$ cat src/rtl/rom_stream_reader.sv
// Streams a contiguous ROM burst (base_addr .. base_addr+length) out through a
// small ready/valid FIFO. Optional pass looping is enabled by ROM_STREAM_READER_LOOP_EN.
module rom_stream_reader #(
  parameter int DATA_WIDTH  = 16,
  parameter int ADDR_WIDTH  = 8,
  parameter int ROM_LATENCY = 1,
  parameter int FIFO_DEPTH  = 4
) (
  input  logic                  clk,
  input  logic                  rst,
  input  logic                  start,
  input  logic [ADDR_WIDTH-1:0] base_addr,
  input  logic [ADDR_WIDTH-1:0] length,
`ifdef ROM_STREAM_READER_LOOP_EN
  input  logic                  loop,
`endif
  output logic [ADDR_WIDTH-1:0] rom_addr,
  input  logic [DATA_WIDTH-1:0] rom_data,
  output logic [DATA_WIDTH-1:0] m_data,
  output logic                  m_valid,
  output logic                  m_last,
  input  logic                  m_ready,
  output logic                  busy,
  output logic                  done
);

  localparam int PTR_W = $clog2(FIFO_DEPTH);

  typedef enum logic [1:0] {IDLE, RUN, DRAIN} state_t;

  state_t                  r_state;
  state_t                  w_state_nxt;
  logic [ADDR_WIDTH-1:0]   r_addr;
  logic [ADDR_WIDTH-1:0]   r_cnt;
  logic [ROM_LATENCY-1:0]  r_vld_p;
  logic [ROM_LATENCY-1:0]  r_lst_p;
  logic [DATA_WIDTH-1:0]   r_mem [FIFO_DEPTH];
  logic [FIFO_DEPTH-1:0]   r_mem_last;
  logic [PTR_W:0]          r_wptr;
  logic [PTR_W:0]          r_rptr;
  logic                    r_done;

  logic [PTR_W:0]          w_occ;
  logic [PTR_W:0]          w_infl;
  logic [PTR_W+1:0]        w_used;
  logic                    w_space;
  logic                    w_issue;
  logic                    w_last_issue;
  logic                    w_accept;
  logic                    w_restart;
  logic                    w_wr;
  logic                    w_rd;
  logic                    w_final_rd;
  logic                    w_loop;
  logic [ADDR_WIDTH-1:0]   w_rbase;
  logic [ADDR_WIDTH-1:0]   w_rlen;

`ifdef ROM_STREAM_READER_LOOP_EN
  logic [ADDR_WIDTH-1:0]   r_base;
  logic [ADDR_WIDTH-1:0]   r_len;

  always_ff @(posedge clk) begin
    if (w_accept) begin
      r_base <= base_addr;
      r_len  <= length;
    end
  end

  assign w_loop  = loop;
  assign w_rbase = r_base;
  assign w_rlen  = r_len;
`else
  assign w_loop  = 1'b0;
  assign w_rbase = base_addr;
  assign w_rlen  = length;
`endif

  always_comb begin
    w_infl = '0;
    for (int i = 0; i < ROM_LATENCY; i++) begin
      w_infl = w_infl + (PTR_W+1)'(r_vld_p[i]);
    end
  end

  // Credit check counts words already buffered plus reads still in the ROM
  assign w_occ      = r_wptr - r_rptr;
  assign w_used     = {1'b0, w_occ} + {1'b0, w_infl};
  assign w_space    = (w_used < (PTR_W+2)'(FIFO_DEPTH));
  assign m_valid    = (w_occ != '0);
  assign w_rd       = m_valid & m_ready;
  assign w_wr       = r_vld_p[ROM_LATENCY-1];
  assign m_data     = m_valid ? r_mem[r_rptr[PTR_W-1:0]] : '0;
  assign m_last     = m_valid & r_mem_last[r_rptr[PTR_W-1:0]];
  // Earlier pass-end words may still be queued; only the very last word ends the burst
  assign w_final_rd = w_rd & m_last & (w_occ == (PTR_W+1)'(1)) & (w_infl == '0);

  always_comb begin
    w_state_nxt  = r_state;
    w_issue      = 1'b0;
    w_last_issue = 1'b0;
    w_accept     = 1'b0;
    w_restart    = 1'b0;
    unique case (r_state)
      IDLE: begin
        if (start) begin
          w_accept    = 1'b1;
          w_state_nxt = RUN;
        end
      end
      RUN: begin
        if (w_space) begin
          w_issue = 1'b1;
          if (r_cnt == '0) begin
            w_last_issue = 1'b1;
            if (w_loop) w_restart   = 1'b1;
            else        w_state_nxt = DRAIN;
          end
        end
      end
      DRAIN: begin
        if (w_final_rd) w_state_nxt = IDLE;
      end
      default: w_state_nxt = IDLE;
    endcase
  end

  always_ff @(posedge clk) begin
    if (rst) begin
      r_state <= IDLE;
      r_addr  <= '0;
      r_cnt   <= '0;
      r_vld_p <= '0;
      r_wptr  <= '0;
      r_rptr  <= '0;
      r_done  <= 1'b0;
    end else begin
      r_state <= w_state_nxt;
      r_done  <= (r_state == DRAIN) && w_final_rd;
      if (w_accept) begin
        r_addr <= base_addr;
        r_cnt  <= length;
      end else if (w_restart) begin
        r_addr <= w_rbase;
        r_cnt  <= w_rlen;
      end else if (w_issue) begin
        r_addr <= r_addr + ADDR_WIDTH'(1);
        r_cnt  <= r_cnt - ADDR_WIDTH'(1);
      end
      // ROM read pipeline: stage 0 is the cycle after the address is issued
      r_vld_p[0] <= w_issue;
      for (int i = 1; i < ROM_LATENCY; i++) begin
        r_vld_p[i] <= r_vld_p[i-1];
      end
      if (w_wr) r_wptr <= r_wptr + (PTR_W+1)'(1);
      if (w_rd) r_rptr <= r_rptr + (PTR_W+1)'(1);
    end
  end

  always_ff @(posedge clk) begin
    r_lst_p[0] <= w_last_issue;
    for (int i = 1; i < ROM_LATENCY; i++) begin
      r_lst_p[i] <= r_lst_p[i-1];
    end
    // FIFO write stage: rom_data is valid for the oldest in-flight read
    if (w_wr) begin
      r_mem[r_wptr[PTR_W-1:0]]      <= rom_data;
      r_mem_last[r_wptr[PTR_W-1:0]] <= r_lst_p[ROM_LATENCY-1];
    end
  end

  assign rom_addr = r_addr;
  assign busy     = (r_state != IDLE);
  assign done     = r_done;

endmodule

$ cat config.mk
export PLATFORM = sky130hd
export DESIGN_NAME = rom_stream_reader
export DESIGN_NICKNAME = d
export VERILOG_FILES = /design/src/rtl/rom_stream_reader.sv
export SDC_FILE = /design/constraint.sdc
export NUM_CORES = 1
export LEC_CHECK = 0
export CORE_MARGIN = 5
export CORE_UTILIZATION = 40
export DETAILED_ROUTE_END_ITERATION = 7
export HOLD_SLACK_MARGIN = 0.12
export PLACE_DENSITY_LB_ADDON = 0.08
export SLEW_MARGIN = 20
export SYNTH_ARGS = -nofsm -noshare
export SYNTH_HDL_FRONTEND = slang
export SYNTH_SLANG_ARGS = --single-unit
$ cat constraint.sdc
create_clock -name clk -period 2.8 [get_ports clk]
set_clock_uncertainty 0.2 [all_clocks]
set_input_delay 0.28 -clock clk [delete_from_list [all_inputs] [get_ports clk]]
set_output_delay 0.28 -clock clk [all_outputs]
set_load 0.02 [all_outputs]
* Word level (Yosys, flattened, before mapping)
Memories as Yosys holds them, arrays and structs flattened. A register that Yosys moved wholly into a read port is not among the register bits. Index checks and enable logic that the tools add are counted. Widths: inputs -> output; s select.
Cells by class: add/sub/neg operators 6, $mul 0, divide/modulo/power cells 0, $lt $le $gt $ge 4, equal/unequal tests 7, shifts and indexed selects 0, mux-type cells 24, bitwise logic cells 5, reductions and logical operators 10
Operators with widths (count):
- $mux 8 | 4
- $mux 16 | 1
- $mux 2 | 6
- $mux 1 | 9
- $add 8x1->8 const B | 1
- $logic_not 8->1 | 1
- $ne 2x2->1 const B | 4
- $sub 8x1->8 const B | 1
- $add 3x1->3 const B | 2
- $lt 2x3->1 const B | 2
- $pmux 2 s3 | 1
- $and 1x1->1 | 5
- $add 3x1->4 | 1
- $bwmux 4 | 1
- $lt 4x3->1 const B | 1
- $reduce_and 4->1 | 1
- $reduce_bool 2->1 | 2
- $eq 3x1->1 const B | 1
- $logic_not 3->1 | 1
- $reduce_bool 3->1 | 1
- $sub 3x3->3 | 1
- $bmux 1 s2 | 1
- $demux 1 s2 | 1
- $eq 2x1->1 const B | 1
- 5 further kinds | 6
Storage, ports and cells: register bits 31, bits in latches 0, memory bits (writable) 64, ROM bits 0, input port bits 36, output and inout bits 28, logic and storage cells 66, memories kept 1
Memory list:
- r_mem | depth 4, bits a word 16, rd ports 1, clocked after memory_dff 1, write ports 1, RTL line 37 | logic [DATA_WIDTH-1:0] r_mem [FIFO_DEPTH];

* Logic depth before layout (Yosys ltp)
word-level depth 8, depth in mapped cells 9, depth with buffers taken out 7

* Least setup slack after synthesis
Ideal clock, no wire load.
path kind reg-to-reg, start register r_wptr[0], end register r_addr[5] (netlist: rom_addr[5]), library setup time 91 ps, data arrival time 2605 ps, data required time 2509 ps, path slack -96 ps, stages on the path, launching flop included 9, buffers on the path 1, clock period less this slack 2896 ps, cell sequence dfxtp_1 > inv_1 > ha_1 > fa_1 > xor3_1 > or4_4 > buf_6 > or4_1 > a311oi_1
Between the ends: cells in the longest elaborated chain, start to end 6
Ends and longest elaborated chain:
- start: declaration | RTL line 39 | logic [PTR_W:0] r_wptr;
- start signal: assignment | RTL line 154 | if (w_wr) r_wptr <= r_wptr + (PTR_W+1)'(1);
- $sub 3x3->3 | RTL line 86 | assign w_occ = r_wptr - r_rptr;
- $add 3x1->4 | RTL line 87 | assign w_used = {1'b0, w_occ} + {1'b0, w_infl};
- $lt 4x3->1 | RTL line 88 | assign w_space = (w_used < (PTR_W+2)'(FIFO_DEPTH));
- $mux 1 | RTL line 111 | if (w_space) begin
- $mux 1 | RTL line 103 | unique case (r_state)
- $reduce_bool 2->1 (no source line)
- end signal: assignment | RTL line 140 | r_addr <= base_addr;
- end signal: assignment | RTL line 143 | r_addr <= w_rbase;
- end signal: assignment | RTL line 146 | r_addr <= r_addr + ADDR_WIDTH'(1);
- end: declaration | RTL line 33 | logic [ADDR_WIDTH-1:0] r_addr;
Every way passes these cells. A chain may end at the register's enable or synchronous reset.

* Final worst setup path
start register r_wptr[0], end register r_cnt[5]
Between the ends: cells in the longest elaborated chain, start to end 6
Ends and longest elaborated chain:
- $sub 3x3->3 | RTL line 86
- $add 3x1->4 | RTL line 87
- $lt 4x3->1 | RTL line 88
- $mux 1 | RTL line 111
- $mux 1 | RTL line 103
- $reduce_bool 2->1 (no source line)
- end signal: assignment | RTL line 141 | r_cnt <= length;
- end signal: assignment | RTL line 144 | r_cnt <= w_rlen;
- end signal: assignment | RTL line 147 | r_cnt <= r_cnt - ADDR_WIDTH'(1);
- end: declaration | RTL line 34 | logic [ADDR_WIDTH-1:0] r_cnt;
Every way passes these cells.

==> report_table.html <==
<table>
<tr><th>Metric</th><th>Value</th></tr>
<tr><th colspan="2">Global routing</th></tr>
<tr><td>Maximum number of pins on one net before global-route repair</td><td>20</td></tr>
<tr><td>Final global-route overflow total</td><td>0</td></tr>
<tr><td>Global-route wire length before repair</td><td>about 14000 um</td></tr>
<tr><td>Antenna violations before repair</td><td>0</td></tr>
<tr><td>Overall fraction of global-route tracks in use</td><td>about 14%</td></tr>
<tr><td>Vias in the first global route</td><td>2737</td></tr>
<tr><th colspan="2">Setup path</th></tr>
<tr><td>Beginning of the critical path</td><td>r_wptr[0]</td></tr>
<tr><td>Critical Path End Type</td><td>flop</td></tr>
<tr><td>Largest fanout on the critical path</td><td>8</td></tr>
<tr><td>WP depth</td><td>7</td></tr>
<tr><td>Critical Setup Path Class</td><td>flop to flop</td></tr>
<tr><td>CP arrival</td><td>roughly 2.8 ns</td></tr>
<tr><td>Cell-by-cell trace of the critical path</td><td>inv_2 &gt; ha_4 &gt; fa_2 &gt; xor3_1 &gt; or4_4 &gt; or4_1 &gt; a311oi_1</td></tr>
<tr><td>Kind of start point of the critical path</td><td>flop</td></tr>
<tr><td>Top cell family by delay on the critical path</td><td>simple AND/OR/NAND/NOR gates</td></tr>
<tr><td>Worst stage delay on the critical path</td><td>0.56 ns</td></tr>
<tr><td>Reg2Reg Capture Point</td><td>r_cnt[5]</td></tr>
<tr><td>Number of cells traversed by the worst register-to-register path</td><td>7</td></tr>
<tr><td>Endpoint of the worst setup timing path</td><td>r_cnt[5]</td></tr>
<tr><td>Reg2reg setup slack</td><td>~0.047 ns</td></tr>
<tr><td>Worst-path cell with the longest stage delay</td><td>or4_4</td></tr>
<tr><td>RR Startpoint</td><td>r_wptr[0]</td></tr>
<tr><td>Worst path required time</td><td>2.86 ns</td></tr>
<tr><td>Count of buffering cells on the critical path with inverters included</td><td>1</td></tr>
<tr><th colspan="2">Finish</th></tr>
<tr><td>P&amp;R area growth vs syn</td><td>27.8%</td></tr>
<tr><td>Total Nets Final</td><td>414</td></tr>
<tr><td>Number of fill cells</td><td>879</td></tr>
<tr><td>Post-Layout Cell Count</td><td>509</td></tr>
<tr><td>Fraction of layout instances using a drive strength above 1</td><td>23.6%</td></tr>
<tr><td>Ant diodes</td><td>0</td></tr>
<tr><th colspan="2">Detailed routing</th></tr>
<tr><td>Post-route antenna net violation count</td><td>0</td></tr>
<tr><td>Detailed-route wire length</td><td>8620 um</td></tr>
<tr><td>First-pass detailed-route iteration total</td><td>4</td></tr>
<tr><td>Detailed router's first-iteration violation count</td><td>130</td></tr>
<tr><td>Total number of vias</td><td>between 2k and 3k</td></tr>
<tr><td>Detailed-route vias per instance</td><td>5.05</td></tr>
<tr><td>DRC violation count after routing</td><td>0</td></tr>
<tr><td>DR WL/cell</td><td>between 15 and 20 um</td></tr>
<tr><th colspan="2">Yosys</th></tr>
<tr><td>Portion of the post-synthesis area used by sequential elements</td><td>64.0%</td></tr>
<tr><td>Total of warnings raised by yosys</td><td>0</td></tr>
<tr><td>Synthesized flop and latch total</td><td>97</td></tr>
<tr><td>Synthesized Nets</td><td>around 330</td></tr>
<tr><td>Avg Synthesized Cell Area</td><td>14.5 um2</td></tr>
<tr><td>Synthesized instance count</td><td>283</td></tr>
<tr><td>Number of distinct library cell variants in the gate-level netlist after synthesis</td><td>38</td></tr>
<tr><td>Share of synthesized flip-flops with an asynchronous set or reset</td><td>0%</td></tr>
<tr><td>Primary flip-flop cell chosen by synthesis mapping</td><td>edfxtp_1</td></tr>
<tr><td>Count of flip-flops with a built-in enable after synthesis</td><td>68</td></tr>
<tr><td>Cell area after synthesis</td><td>4100 um2</td></tr>
<tr><th colspan="2">Timing</th></tr>
<tr><td>Worst slew pin tran</td><td>just under 0.8 ns</td></tr>
<tr><td>Final count of pins violating max slew</td><td>0</td></tr>
<tr><td>Number of setup violations in the final report</td><td>0</td></tr>
<tr><td>Final worst path period need</td><td>2.75 ns</td></tr>
<tr><td>Share of the clock period used by the worst path</td><td>a little over nine tenths</td></tr>
<tr><td>Total count of hold-check failures in the final report</td><td>0</td></tr>
<tr><td>RSZ-0062 raised after global routing</td><td>yes</td></tr>
<tr><td>Slew HR</td><td>~47%</td></tr>
<tr><td>Highest attainable clock frequency</td><td>363 MHz</td></tr>
<tr><th colspan="2">Floorplan</th></tr>
<tr><td>Boundary Pins</td><td>64</td></tr>
<tr><td>Site Rows</td><td>37</td></tr>
<tr><td>Die Width</td><td>111 um</td></tr>
<tr><td>Vertical die dimension</td><td>111 um</td></tr>
<tr><td>Initial core utilization</td><td>roughly two fifths</td></tr>
<tr><td>Floorplan core area</td><td>10100 um2</td></tr>
<tr><td>DIE AREA</td><td>~12000 um2</td></tr>
<tr><th colspan="2">Clock tree</th></tr>
<tr><td>Sink Count</td><td>97</td></tr>
<tr><td>H-tree depth</td><td>3</td></tr>
<tr><td>Master cell of the clock root buffer</td><td>clkbuf_8</td></tr>
<tr><td>Clock tree from TritonCTS</td><td>built</td></tr>
<tr><td>Number of buffers added to fix hold violations after cts</td><td>0</td></tr>
<tr><td>Clock network latency to the later pin of the worst-skew pair</td><td>0.36 ns</td></tr>
<tr><td>CTS Buf Count</td><td>9</td></tr>
<tr><td>Number of buffers between clock root and the deepest sink</td><td>2</td></tr>
<tr><td>Worst-path clk slew</td><td>approximately 0.09 ns</td></tr>
<tr><th colspan="2">Place</th></tr>
<tr><td>Placed cell count</td><td>486</td></tr>
<tr><td>Count of input and output buffers</td><td>63</td></tr>
<tr><td>HPWL after detailed placement</td><td>5450 um</td></tr>
<tr><td>RePlAce Congestion</td><td>0.719</td></tr>
<tr><th colspan="2">Pwr</th></tr>
<tr><td>Design Power</td><td>4.59 mW</td></tr>
<tr><td>Power density relative to cell area</td><td>878 nW/um2</td></tr>
<tr><td>Worst vdd rail ir drop</td><td>0.454 mV</td></tr>
<tr><td>Leakage power</td><td>1.82 nW</td></tr>
<tr><th colspan="2">Job</th></tr>
<tr><td>Max capacitance violation total</td><td>0</td></tr>
<tr><th colspan="2">Outcome</th></tr>
<tr><td>Status</td><td>complete, no violations</td></tr>
<tr><th colspan="2">Worst hold path</th></tr>
<tr><td>Class of the most critical hold timing path</td><td>input pin to flop</td></tr>
</table>
## final cells by class
| type | instances | area [um2] | area share (%) |
|---|---|---|---|
| clock buffers | 11 | 141 | 2.70 |
| clock inverters | 5 | 62.6 | 1.20 |
| inverters | 9 | 33.8 | 0.646 |
| multi-input cells | 161 | 1420 | 27.1 |
| flip-flops and latches | 97 | 2620 | 50.1 |
| well taps | 136 | 170 | 3.25 |
| repair buffers | 90 | 783 | 15.0 |
## stage by stage
| stage | instance area [um2] | utilization (%) | TNS [ns] | hold WS, ns | worst slack [ns] |
|---|---|---|---|---|---|
| after floorplan | 4100 | - | 0 | 0.179 | 0.000444 |
| after global placement | 5000 | 49.3 | 0 | 0.290 | 0.0502 |
| after detailed placement | 5000 | 49.3 | -0.124 | 0.307 | -0.0543 |
| after CTS | 5240 | 51.7 | -0.190 | 0.258 | -0.0251 |
| after global routing | 5230 | 51.6 | -0.132 | 0.305 | -0.0558 |
| final | 5230 | 51.6 | 0 | 0.279 | 0.0474 |
## routing by layer
metal / global-route usage, % / vias up / routed length, um
met4: 4.14 / 0 / 105
li1: - / 1255 / -
met1: 17.6 / 1246 / 3800
met3: 4.26 / 9 / 371
met2: 24.2 / 59 / 4340
met5: 0 / - / 0
## cell families (layout without fill, tap and decap cells)
| logic type | after synthesis | after routing | synth area share, % |
|---|---|---|---|
| multiplexers | 19 | 19 | 9.84 |
| adder cells (fa/ha/maj) | 10 | 10 | 3.24 |
| buffers and inverters | 25 | 115 | 2.47 |
| XOR/XNOR | 8 | 8 | 2.41 |
| AND/OR/NAND/NOR | 91 | 91 | 12.0 |
| AO/OA/AOI/OAI | 33 | 33 | 5.99 |
| flip-flops | 97 | 97 | 64.0 |
## layout by cell type (no fill, tap or decap), types with 2 or more instances in the layout
cell type        synthesis  layout
a211oi_1                 4       4
a311oi_1                 9       7
a311oi_2                 0       2
a31oi_1                  4       4
and2_1                   5       5
and3_1                   5       4
and4_1                   2       2
buf_2                    0      18
buf_4                    0      23
buf_6                    1       2
clkbuf_8                 0      10
clkdlybuf4s50_1          0      45
clkinvlp_4               0       2
dfxtp_1                 29      28
edfxtp_1                68      68
ha_1                     9       8
inv_1                    9       8
mux2i_1                  2       2
mux4_2                  17      17
nand2_1                  8       8
nand2b_1                 2       2
nand3_1                  3       3
nor2_1                  28      28
nor2b_1                 17      17
nor4_1                   8       8
o21ai_0                  5       5
o21bai_1                 2       2
o31ai_1                  5       5
or3_1                    4       3
or4_1                    5       4
or4_4                    1       2
xnor2_1                  6       6
## sequential cells by signal (all words and copies together) (netlist names), named ones only
| signal | flops |
|---|---|
| done | 1 |
| r_cnt | 8 |
| r_mem_last | 4 |
| r_mem | 64 |
| r_rptr | 3 |
| r_wptr | 3 |
| r_vld_p | 1 |
| rom_addr | 8 |
| r_state | 2 |
| r_lst_p | 1 |
## cell usage after synthesis, types with 2 or more instances
cell type   n  area, um2
clkbuf_1   13       48.8
o31ai_1     5       37.5
nor4_1      8       50.1
a211oi_1    4       30.0
a31oi_1     4       25.0
a311oi_1    9       78.8
and2_1      5       31.3
xnor2_1     6       52.6
dfxtp_1    29        581
mux2i_1     2       20.0
o21bai_1    2       15.0
mux4_2     17        383
and4_1      2       17.5
inv_1       9       33.8
nand2b_1    2       12.5
buf_1       2       7.51
o21ai_0     5       25.0
nor2b_1    17        106
or3_1       4       25.0
nand2_1     8       30.0
or4_1       5       37.5
nor2_1     28        105
nand3_1     3       15.0
ha_1        9        113
and3_1      5       31.3
edfxtp_1   68       2040
## repair_timing
action	CTS	global route
cloned	1	0
hold endpoints to repair	0	0
setup endpoints to repair	22	15
setup buffers	5	1
resized for setup	66	18
pin swaps	9	8
## worst register-to-register path: cells and delay by family, from the launching register on
kind,cells,cell delay [ns]
AO/OA/AOI/OAI,1,0.26
flip-flops,1,0.34
AND/OR/NAND/NOR,2,1.04
XOR/XNOR,1,0.21
adder cells (fa/ha/maj),2,0.55
buffers and inverters,1,0.05
## worst min path at each step
stage | slack, ns | endpoint | from | depth (start not counted)
global route | 0.30 | rom_addr[0] | base_addr[0] | 3
finish | 0.28 | r_cnt[1] | length[1] | 3
global placement | 0.29 | r_cnt[7] | r_cnt[7] | 2
CTS | 0.26 | r_cnt[1] | length[1] | 3
floorplan | 0.18 | r_mem[0][0] | rom_data[0] | 0
detailed placement | 0.31 | r_mem_last[1] | r_lst_p | 0
## power by group
part           internal, mW  leakage [nW]  switching [mW]
Sequential             1.65         0.854          0.0772
Clock                 0.443        0.0962           0.482
Combinational         0.924         0.873            1.02
Total                  3.01          1.82            1.58
Power figures use the tool's default switching activity.
